`src/rtl/i2c_pkg.sv`:
```
// Shared types and constants for the I2C requester arbiter/sequencer.
package i2c_pkg;

  typedef enum logic [2:0] {
    IDLE,
    ARB,
    START,
    ADDR,
    XFER,
    DRAIN,
    DONE
  } state_e;

  localparam int unsigned TIMEOUT_DEFAULT = 4096;

  // A length field of zero encodes the maximum burst.
  localparam logic [4:0] LEN_ZERO_BYTES = 5'd16;

  function automatic logic [4:0] decode_len(input logic [3:0] len);
    return (len == 4'd0) ? LEN_ZERO_BYTES : {1'b0, len};
  endfunction

endpackage

```
`src/rtl/rr_arbiter.sv`:
```
// Combinational round-robin arbiter: searches upward from ptr+1, wrapping,
// and returns a one-hot grant (all zero when nothing requests).
module rr_arbiter #(
  parameter int NREQ = 4,
  parameter int PW   = $clog2(NREQ)
) (
  input  logic [NREQ-1:0] req,
  input  logic [PW-1:0]   ptr,
  output logic [NREQ-1:0] gnt
);

  int          cand;
  logic [PW-1:0] sel;
  logic        found;

  // NOTE: always_comb uses blocking assignments and gives every signal a
  // default first, so no path can leave a signal unassigned and infer a latch.
  always_comb begin
    gnt   = '0;
    found = 1'b0;
    cand  = 0;
    sel   = '0;
    for (int i = 1; i <= NREQ; i++) begin
      cand = int'(ptr) + i;
      if (cand >= NREQ) cand = cand - NREQ;
      sel = PW'(cand);
      if (!found && req[sel]) begin
        gnt[sel] = 1'b1;
        found    = 1'b1;
      end
    end
  end

endmodule

```
`src/rtl/i2c_arb_seq.sv`:
```
// Arbitrates NREQ requesters onto one I2C master and sequences a single
// address phase plus a write or read burst per grant, with a watchdog.
module i2c_arb_seq
  import i2c_pkg::*;
#(
  parameter int NREQ    = 4,
  parameter int TIMEOUT = TIMEOUT_DEFAULT
) (
  input  logic              clk,
  input  logic              reset_n,
  input  logic [NREQ-1:0]   req,
  input  logic [NREQ*7-1:0] req_addr,
  input  logic [NREQ-1:0]   req_rw,
  input  logic [NREQ*4-1:0] req_len,
  input  logic [NREQ*8-1:0] req_wdata,
  output logic [NREQ-1:0]   grant,
  output logic              wr_pop,
  output logic              rd_valid,
  output logic [7:0]        rd_data,
  output logic              done,
  output logic              err,
  output logic              m_enable,
  output logic              m_rw,
  output logic              m_restart,
  output logic [6:0]        m_address,
  output logic [7:0]        m_txdata,
  input  logic              m_ready,
  input  logic              m_ack,
  input  logic              m_nack,
  input  logic              m_rxvalid,
  input  logic [7:0]        m_rxdata
);

  localparam int PW = $clog2(NREQ);
  localparam logic [15:0] WDOG_LAST = 16'(TIMEOUT - 1);

  state_e          state_q, state_d;
  logic [NREQ-1:0] grant_q, grant_d, arb_gnt;
  logic [PW-1:0]   ptr_q, ptr_d, grant_idx;
  logic [6:0]      addr_q, addr_d, win_addr;
  logic            rw_q, rw_d, win_rw;
  logic [3:0]      win_len;
  logic [4:0]      rem_q, rem_d;
  logic [15:0]     wdog_q, wdog_d;
  logic            err_q, err_d;
  logic            rd_valid_q, rd_valid_d;
  logic [7:0]      rd_data_q, rd_data_d, tx_byte;
  logic            master_evt, wdog_active, wdog_expired;

  rr_arbiter #(.NREQ(NREQ), .PW(PW)) u_rr_arbiter (
    .req (req),
    .ptr (ptr_q),
    .gnt (arb_gnt)
  );

  // Select the arbitration winner's request fields and the granted write byte.
  always_comb begin
    win_addr  = '0;
    win_rw    = 1'b0;
    win_len   = '0;
    tx_byte   = '0;
    grant_idx = '0;
    for (int i = 0; i < NREQ; i++) begin
      if (arb_gnt[i]) begin
        win_addr = req_addr[i*7 +: 7];
        win_rw   = req_rw[i];
        win_len  = req_len[i*4 +: 4];
      end
      if (grant_q[i]) begin
        tx_byte   = req_wdata[i*8 +: 8];
        grant_idx = PW'(i);
      end
    end
  end

  assign master_evt   = m_ack | m_nack | m_rxvalid;
  assign wdog_active  = state_q inside {START, ADDR, XFER};
  assign wdog_expired = wdog_active && !master_evt && (wdog_q == WDOG_LAST);

  always_comb begin
    state_d    = state_q;
    grant_d    = grant_q;
    ptr_d      = ptr_q;
    addr_d     = addr_q;
    rw_d       = rw_q;
    rem_d      = rem_q;
    err_d      = err_q;
    rd_valid_d = 1'b0;
    rd_data_d  = rd_data_q;
    m_enable   = 1'b0;
    wr_pop     = 1'b0;
    done       = 1'b0;
    err        = 1'b0;

    unique case (state_q)
      IDLE: if (|req && m_ready) state_d = ARB;
      ARB: begin
        if (|arb_gnt) begin
          grant_d = arb_gnt;
          addr_d  = win_addr;
          rw_d    = win_rw;
          rem_d   = decode_len(win_len);
          err_d   = 1'b0;
          state_d = START;
        end else begin
          state_d = IDLE;
        end
      end
      START: begin
        m_enable = 1'b1;
        if (wdog_expired) begin
          state_d = DRAIN;
          err_d   = 1'b1;
        end else if (!m_ready) begin
          state_d = ADDR;
        end
      end
      ADDR: begin
        m_enable = 1'b1;
        if (m_nack || wdog_expired) begin
          state_d = DRAIN;
          err_d   = 1'b1;
        end else if (m_ack) begin
          state_d = XFER;
        end
      end
      XFER: begin
        // Drop enable before the final byte so the master stops after it.
        m_enable = (rem_q > 5'd1) && !(m_nack && !rw_q);
        if (rem_q == 5'd0) begin
          state_d = DRAIN;
        end else if (!rw_q && m_nack) begin
          state_d = DRAIN;
          err_d   = 1'b1;
        end else if (!rw_q && m_ack) begin
          wr_pop = 1'b1;
          rem_d  = rem_q - 5'd1;
        end else if (rw_q && m_rxvalid) begin
          rd_valid_d = 1'b1;
          rd_data_d  = m_rxdata;
          rem_d      = rem_q - 5'd1;
        end else if (wdog_expired) begin
          state_d = DRAIN;
          err_d   = 1'b1;
        end
      end
      DRAIN: if (m_ready) state_d = DONE;
      DONE: begin
        done    = 1'b1;
        err     = err_q;
        ptr_d   = grant_idx;
        grant_d = '0;
        state_d = IDLE;
      end
      default: state_d = IDLE;
    endcase

    if ((state_d != state_q) || master_evt || !wdog_active) wdog_d = '0;
    else                                                    wdog_d = wdog_q + 16'd1;
  end

  // NOTE: sequential state uses non-blocking assignments so every register
  // samples the pre-edge values regardless of statement order.
  always_ff @(posedge clk or negedge reset_n) begin
    if (!reset_n) begin
      state_q    <= IDLE;
      grant_q    <= '0;
      ptr_q      <= PW'(NREQ - 1);
      addr_q     <= '0;
      rw_q       <= 1'b0;
      rem_q      <= '0;
      wdog_q     <= '0;
      err_q      <= 1'b0;
      rd_valid_q <= 1'b0;
      rd_data_q  <= '0;
    end else begin
      state_q    <= state_d;
      grant_q    <= grant_d;
      ptr_q      <= ptr_d;
      addr_q     <= addr_d;
      rw_q       <= rw_d;
      rem_q      <= rem_d;
      wdog_q     <= wdog_d;
      err_q      <= err_d;
      rd_valid_q <= rd_valid_d;
      rd_data_q  <= rd_data_d;
    end
  end

  assign grant     = grant_q;
  assign rd_valid  = rd_valid_q;
  assign rd_data   = rd_data_q;
  assign m_rw      = rw_q;
  assign m_address = addr_q;
  assign m_txdata  = tx_byte;
  assign m_restart = 1'b0;

endmodule

```
`config.mk`:
```
export PLATFORM = sky130hd
export DESIGN_NAME = i2c_arb_seq
export DESIGN_NICKNAME = d
export VERILOG_FILES = /design/src/rtl/i2c_pkg.sv /design/src/rtl/rr_arbiter.sv /design/src/rtl/i2c_arb_seq.sv
export SDC_FILE = /design/constraint.sdc
export NUM_CORES = 1
export LEC_CHECK = 0
export ABC_AREA = 1
export BUFFER_PORTS_ARGS = -buffer_cell sky130_fd_sc_hd__buf_4
export CAP_MARGIN = 20
export CORE_UTILIZATION = 45
export CTS_CLUSTER_SIZE = 30
export DETAILED_ROUTE_END_ITERATION = 16
export GPL_TIMING_DRIVEN = 0
export PLACE_DENSITY_LB_ADDON = 0.15
export SLEW_MARGIN = 20
export SYNTH_ARGS = -nofsm -noshare
export SYNTH_HDL_FRONTEND = slang
export SYNTH_SLANG_ARGS = --single-unit
```
`constraint.sdc`:
```
create_clock -name clk -period 2.45 [get_ports clk]
set_input_delay 0.1225 -clock clk [delete_from_list [all_inputs] [get_ports clk]]
set_output_delay 0.1225 -clock clk [all_outputs]
set_load 0.01 [all_outputs]
```
### Word level (Yosys, flattened, before mapping)

Index checks and enable logic that the tools add are counted.

| storage, ports and cells | value |
|---|---|
| word-level logic and storage cells | 184 |
| input port bits | 98 |
| output and inout port bits | 34 |
| flip-flop bits (word level) | 48 |

| cells by class | value |
|---|---|
| reduce and logical (&&, ||, !) cells | 39 |
| $add $sub $neg | 10 |
| eq/ne operators | 15 |
| mux-type cells | 89 |
| $lt $le $gt $ge | 13 |
| bitwise operators | 8 |

Operator list:

| operator | number |
|---|---|
| 2-to-1 mux 4 bit | 9 |
| 2-to-1 mux 1 bit | 34 |
| 2-to-1 mux 3 bit | 11 |
| 2-to-1 mux 8 bit | 4 |
| 2-to-1 mux 5 bit | 6 |
| 2-to-1 mux 7 bit | 4 |
| case mux 3 bit (6 select lines) | 1 |
| adder 16 x 1 -> 16 bit (second input constant) | 1 |
| equality test 16 x 12 -> 1 bit (second input constant) | 1 |
| 2-to-1 mux 16 bit | 1 |
| logical AND 1 bit | 14 |
| 2-to-1 mux 2 bit | 7 |
| less-than comparator 2 x 3 -> 1 bit (second input constant) | 4 |
| OR 4 bit | 3 |
| case mux 5 bit (2 select lines) | 1 |
| AND reduction 5 bit | 2 |
| equality test 3 bit (second input constant) | 3 |
| greater-or-equal comparator 3 bit (second input constant) | 3 |
| binary-select mux 1 bit (select 2 bit) | 4 |
| demux 1 bit (select 2 bit) | 4 |
| greater-or-equal comparator 2 x 1 -> 1 bit (second input constant) | 4 |
| case mux 4 bit (2 select lines) | 1 |
| OR reduction 4 bit | 2 |
| subtractor 2 x 1 -> 2 bit (second input constant) | 4 |
| 28 further kinds | 46 |

### Longest topological paths before layout

| logic depth | value |
|---|---|
| depth in word-level cells | 23 |
| mapped depth | 18 |
| mapped depth without buffers | 17 |

### Hierarchy

Synthesis repeated with hierarchy kept, for this count alone.

| second synthesis, totals | value |
|---|---|
| cells, all modules | 509 |
| area total of the unflattened synthesis | 3606.0 sq um |

By module, submodules not included:

| module | cells an instance | seq. area each (sq um) | area an instance (sq um) | times used |
|---|---|---|---|---|
| i2c_arb_seq | 434 | 1203.7 | 3184.3 | 1 |
| rr_arbiter | 75 | 0.0 | 421.7 | 1 |

### Worst setup path after synthesis

No wires, ideal clock.

| timing | value |
|---|---|
| path type | reg-to-reg |
| start point | register ptr_q[0] |
| end point | register grant_q[0] (netlist: grant[0]) |
| buffers on the path | 1 |
| data arrival time | 2350 ps |
| setup time | 118 ps |
| period minus slack after synthesis | 2469 ps |
| slack | -19 ps |
| stages on the path, launching flop included | 16 |
| data required time | 2332 ps |
| cells stage by stage | dfstp_2 inv_2 ha_1 inv_1 nand3_1 nand2_1 nand2_1 nor2_4 nand2_1 nand3b_2 nor2_1 a31oi_2 inv_2 buf_2 nand3_1 nand2_1 |

| between the ends | value |
|---|---|
| word-level cells in the longest chain between the ends | 18 |
| elaborated cells between the ends (all ways) | 65 |
| those cells by class | add/sub: 8; order compare: 12; eq/ne: 1; mux: 29; bitwise: 3; reduce/logical: 12 |

Ends and longest elaborated chain:

| element | line | text |
|---|---|---|
| start: declaration | i2c_arb_seq.sv:39 | `logic [PW-1:0] ptr_q, ptr_d, grant_idx;` |
| start signal: assignment | i2c_arb_seq.sv:168 | `ptr_q <= PW'(NREQ - 1);` |
| start signal: assignment | i2c_arb_seq.sv:179 | `ptr_q <= ptr_d;` |
| parallel branches: the longest is 14 deep, another holds adder 2 x 1 -> 3 bit | - |  |
| 2-to-1 mux 4 bit (*) | rr_arbiter.sv:27 | `if (!found && req[sel]) begin` |
| OR reduction 4 bit | i2c_arb_seq.sv:98 | `if (\|arb_gnt) begin` |
| != test 2 bit (no line) | - |  |
| AND reduction 2 bit (no line) | - |  |
| end signal: assignment | i2c_arb_seq.sv:178 | `grant_q <= grant_d;` |
| end: declaration | i2c_arb_seq.sv:38 | `logic [NREQ-1:0] grant_q, grant_d, arb_gnt;` |

Mark *: on every way between the ends. The select of a mux whose other input is x is not followed.
A chain may end at the register's enable or synchronous reset.

### Worst setup path after layout

| timing | value |
|---|---|
| start point | register ptr_q[1] |
| end point | register addr_q[1] (netlist: m_address[1]) |

| between the ends | value |
|---|---|
| word-level cells in the longest chain between the ends | 19 |
| elaborated cells between the ends (all ways) | 66 |
| those cells by class | add/sub: 8; order compare: 12; mux: 31; bitwise: 3; reduce/logical: 12 |

Ends and longest elaborated chain:

| element | line | text |
|---|---|---|
| parallel branches: the longest is 14 deep, another holds adder 2 x 1 -> 3 bit | - |  |
| 2-to-1 mux 4 bit (*) | rr_arbiter.sv:27 |  |
| 2-to-1 mux 7 bit (4 in a row) | i2c_arb_seq.sv:64 | `if (arb_gnt[i]) begin` |
| end signal: assignment | i2c_arb_seq.sv:180 | `addr_q <= addr_d;` |
| end: declaration | i2c_arb_seq.sv:40 | `logic [6:0] addr_q, addr_d, win_addr;` |

Marks and branches as above.

==> impl_results.md <==
- Reg power frac: roughly 17%
- TritonCTS Sinks: 48
- Post-Syn Instances: ~500
- Final setup fails: 9
- Tcrit/Tclk final: 101%
- First-pass DRT Iterations: 5
- CTS Root Cell: clkbuf_8
- Vias/cell: roughly 5.2
- Reg-to-reg endpoint: m_address[1]
- Clk_lat worst skew: 310 ps
- Cell-internal power: 3.58 mW
- Max_cap viols: 0
- Critical Path Fanout Max: 10
- Finished Cell Area: roughly 5100 µm²
- Rows: 31
- Most frequent cells in the layout: buf_4 (150), nand2_1 (121), nor2_1 (52), dfrtp_1 (46), a21oi_1 (40)
- Final min period: ~2500 ps
- GPL Wtd Cong: about 0.91
- Mapped Area: about 3500 µm²
- Die Wd: ~90 µm
- Die footprint: 8110 µm²
- Worst-margin pin slew: between 600 and 700 ps
- PortBufs: 130
- Wire length per cell: 14.2 µm
- Gate power share: around three quarters
- Post-DRT Antenna Nets: 0
- Crit path from: ptr_q[1]
- Vias in the first global route: just under 4000
- Synth cell types: 42
- # IOs: between 100 and 150
- H-tree depth: 2
- RSZ-0062 raised after global routing: yes
- Initial antenna violation count: 0
- Slew Viols, Final: 0
- Pre-CTS setup slack: -458 ps
- Worst vdd rail ir drop: 1.41 mV
- Inst Count DP: between 700 and 800
- Dpl hpwl: 7870 µm
- R2R Path Start: ptr_q[1]
- Outcome: complete, but fails checks
- Min-delay worst type: in2reg
- Clock-pin slew on the worst setup and hold paths: roughly 90 ps
- Final core area utilization: between 60% and 70%
- DP Area: ~4600 µm²
- Syn Area/Cell: between 6 and 7 µm²
- Total global routing overflow: 0
- Layout Nets: around 770
- Sw Ratio: between 40% and 50%
- Chip height: ~90 µm
- Clock power frac: under 10%
- DR vias: just under 4000
- R2R Setup Slk: -30 ps
- Layout Cells excl Fill: about 760
- Final Worst Setup Slack: -34.3 ps
- Number of synthesized register bits: between 40 and 50
- Routed WL: ~11000 µm
- Critical Path RT: 2640 ps
- Inserted Clock Buffers: 5
- Worst hold slack: a little under 7 ps
- Fmax: 403 MHz
- Pwr Total: 7.14 mW
- GRT Overall Usage: a little over a quarter
- Final hold vios: 0
- Crit path capture: m_address[1]
- Worst setup EP type: flip-flop
- Reg2Reg Depth: 14
- Failing checks: setup timing
- Pin count of the biggest net entering global routing: 49
- Most common cell after layout, fill and taps aside: buf_4
- Core area: ~7400 µm²
- Max_slew headroom: roughly 58%
- Clk buf depth: 2
- Worst Setup Start Kind: flip-flop
- Synth-to-layout area growth: 47.1%
- First-pass GRT wire length: between 15000 and 20000 µm
- Register area share after synthesis: approximately a third
- Leak: between 2 and 2.5 nW
- Share of layout cells above drive strength 1: 36.5%
- Total nets after synthesis: around 610
- Setup TNS: -181 ps
- Power per cell area: around 1400 nW/µm²
- Arr. time, crit path: 2680 ps
- CTS tree: yes
- Yosys warnings: 0
- Initial DRC count: around 280
- Worst Setup Path Type: reg2reg
- Net Sw Power: 3.56 mW
- # DRC: 0
- Initial core utilization: between 40% and 50%
- Worst Skew: around 9.4 ps
- ANT cells: 0
synth_stat cells:
| master | number | area, µm² |
|---|---|---|
| nand4_2 | 2 | 25.0 |
| a21oi_2 | 2 | 17.5 |
| a21oi_1 | 45 | 225 |
| nand2_2 | 4 | 25.0 |
| nand3_1 | 43 | 215 |
| nand2_1 | 130 | 488 |
| ha_1 | 11 | 138 |
| a31oi_2 | 1 | 12.5 |
| nand4_1 | 3 | 18.8 |
| nor2_4 | 2 | 22.5 |
| dfstp_2 | 2 | 52.6 |
| o211ai_1 | 2 | 15.0 |
| and3_1 | 1 | 6.26 |
| nand3b_2 | 1 | 11.3 |
| buf_2 | 5 | 25.0 |
| xnor2_1 | 5 | 43.8 |
| or2_2 | 1 | 6.26 |
| nor2_1 | 56 | 210 |
| o221ai_1 | 1 | 8.76 |
| nor3_1 | 8 | 40.0 |
| nor4_1 | 2 | 12.5 |
| nor2_2 | 4 | 25.0 |
| o21ai_0 | 37 | 185 |
| conb_1 | 1 | 3.75 |
| nand3_2 | 3 | 30.0 |
| buf_4 | 3 | 22.5 |
| nor3_2 | 1 | 10.0 |
| o2111ai_1 | 1 | 8.76 |
| nand2_4 | 2 | 22.5 |
| o21ai_1 | 9 | 45.0 |
| xor2_1 | 8 | 70.1 |
| inv_2 | 5 | 18.8 |
| a211oi_1 | 1 | 7.51 |
| clkbuf_1 | 4 | 15.0 |
| clkinv_1 | 1 | 3.75 |
| buf_1 | 2 | 7.51 |
| o22ai_1 | 1 | 6.26 |
| dfrtp_1 | 46 | 1150 |
| nand3_4 | 3 | 52.6 |
| nand3b_1 | 1 | 7.51 |
| buf_6 | 4 | 45.0 |
| inv_1 | 35 | 131 |
area by class of cell:
class	instances	area (µm²)
fillers	615	2240
multi-input cells	392	2220
flip-flops and latches	48	1200
repair buffers	152	1150
inverters	41	173
plain buffers	17	144
well taps	99	124
clock buffers	5	68.8
clock inverters	3	46.3
metal layers:
layer | share of wire (%) | up-vias | global-route usage, % | wire length [µm]
met5 | 0 | - | 0 | 0
met4 | 3.4 | 0 | 9.68 | 367
met3 | 4.9 | 36 | 3.38 | 529
met2 | 50 | 144 | 46.2 | 5320
met1 | 42 | 1819 | 35.1 | 4520
li1 | - | 1951 | - | -
logic make-up (layout without fill, tap and decap cells):
| family | after synthesis | in the layout | share of synthesized area (%) |
|---|---|---|---|
| other cells | 1 | 1 | 0.108 |
| xor+xnor | 13 | 13 | 3.26 |
| compound gates | 100 | 100 | 15.2 |
| flops | 48 | 48 | 34.5 |
| fa+ha+maj | 11 | 11 | 3.95 |
| simple gates | 267 | 267 | 35.2 |
| buf+inv | 59 | 218 | 7.71 |
worst min-delay path by stage:
stage,start,endpoint,slack (ps),cells past startpoint
CTS,m_rxdata[7],rd_data[7],2,3
floorplan,reset_n,err_q,-170,0
global placement,reset_n,m_address[5],190,1
finish,m_rxdata[7],rd_data[7],7,3
global route,m_rxdata[5],rd_data[5],5,3
detailed placement,reset_n,m_address[5],190,1
sequential cells by signal, indices dropped and copies added, names as in the netlist:
signal     flops
err_q          1
rem_q          5
ptr_q          2
m_rw           1
grant          4
wdog_q        16
state_q        3
m_address      7
rd_data        8
rd_valid       1
power groups by stage:
stage,logic [mW],registers [mW],clock network [mW]
6_report,5.33,1.22,0.593
5_1_grt,5.88,1.25,0.642
4_1_cts,4.67,1.21,0.607
3_5_place_dp,4.24,1.26,0
3_3_place_gp,4.14,1.25,0
2_1_floorplan,2.89,1.29,0
repair_timing:
action / CTS / global route
gates resized for setup: 23 / 53
gates cloned: 2 / 0
pin swaps: 13 / 23
hold buffers: 1 / 0
endpoints found under the setup margin: 19 / 35
buffers inserted: 7 / 12
endpoints found under the hold margin: 46 / 0
worst max-delay path: stages, from the launching register on:
cell        delay [ps]
dfstp_2            570
clkinvlp_4         120
ha_4               330
nand3_4            110
nand2_4            120
nand2_4             70
nor2_4             170
nand2_2             80
nand3_4            130
nor2_4              60
a31oi_4            210
inv_2              100
buf_8              160
nand2_1             60
o21ai_1             60
No activity file was read; power rests on OpenSTA's default activity.
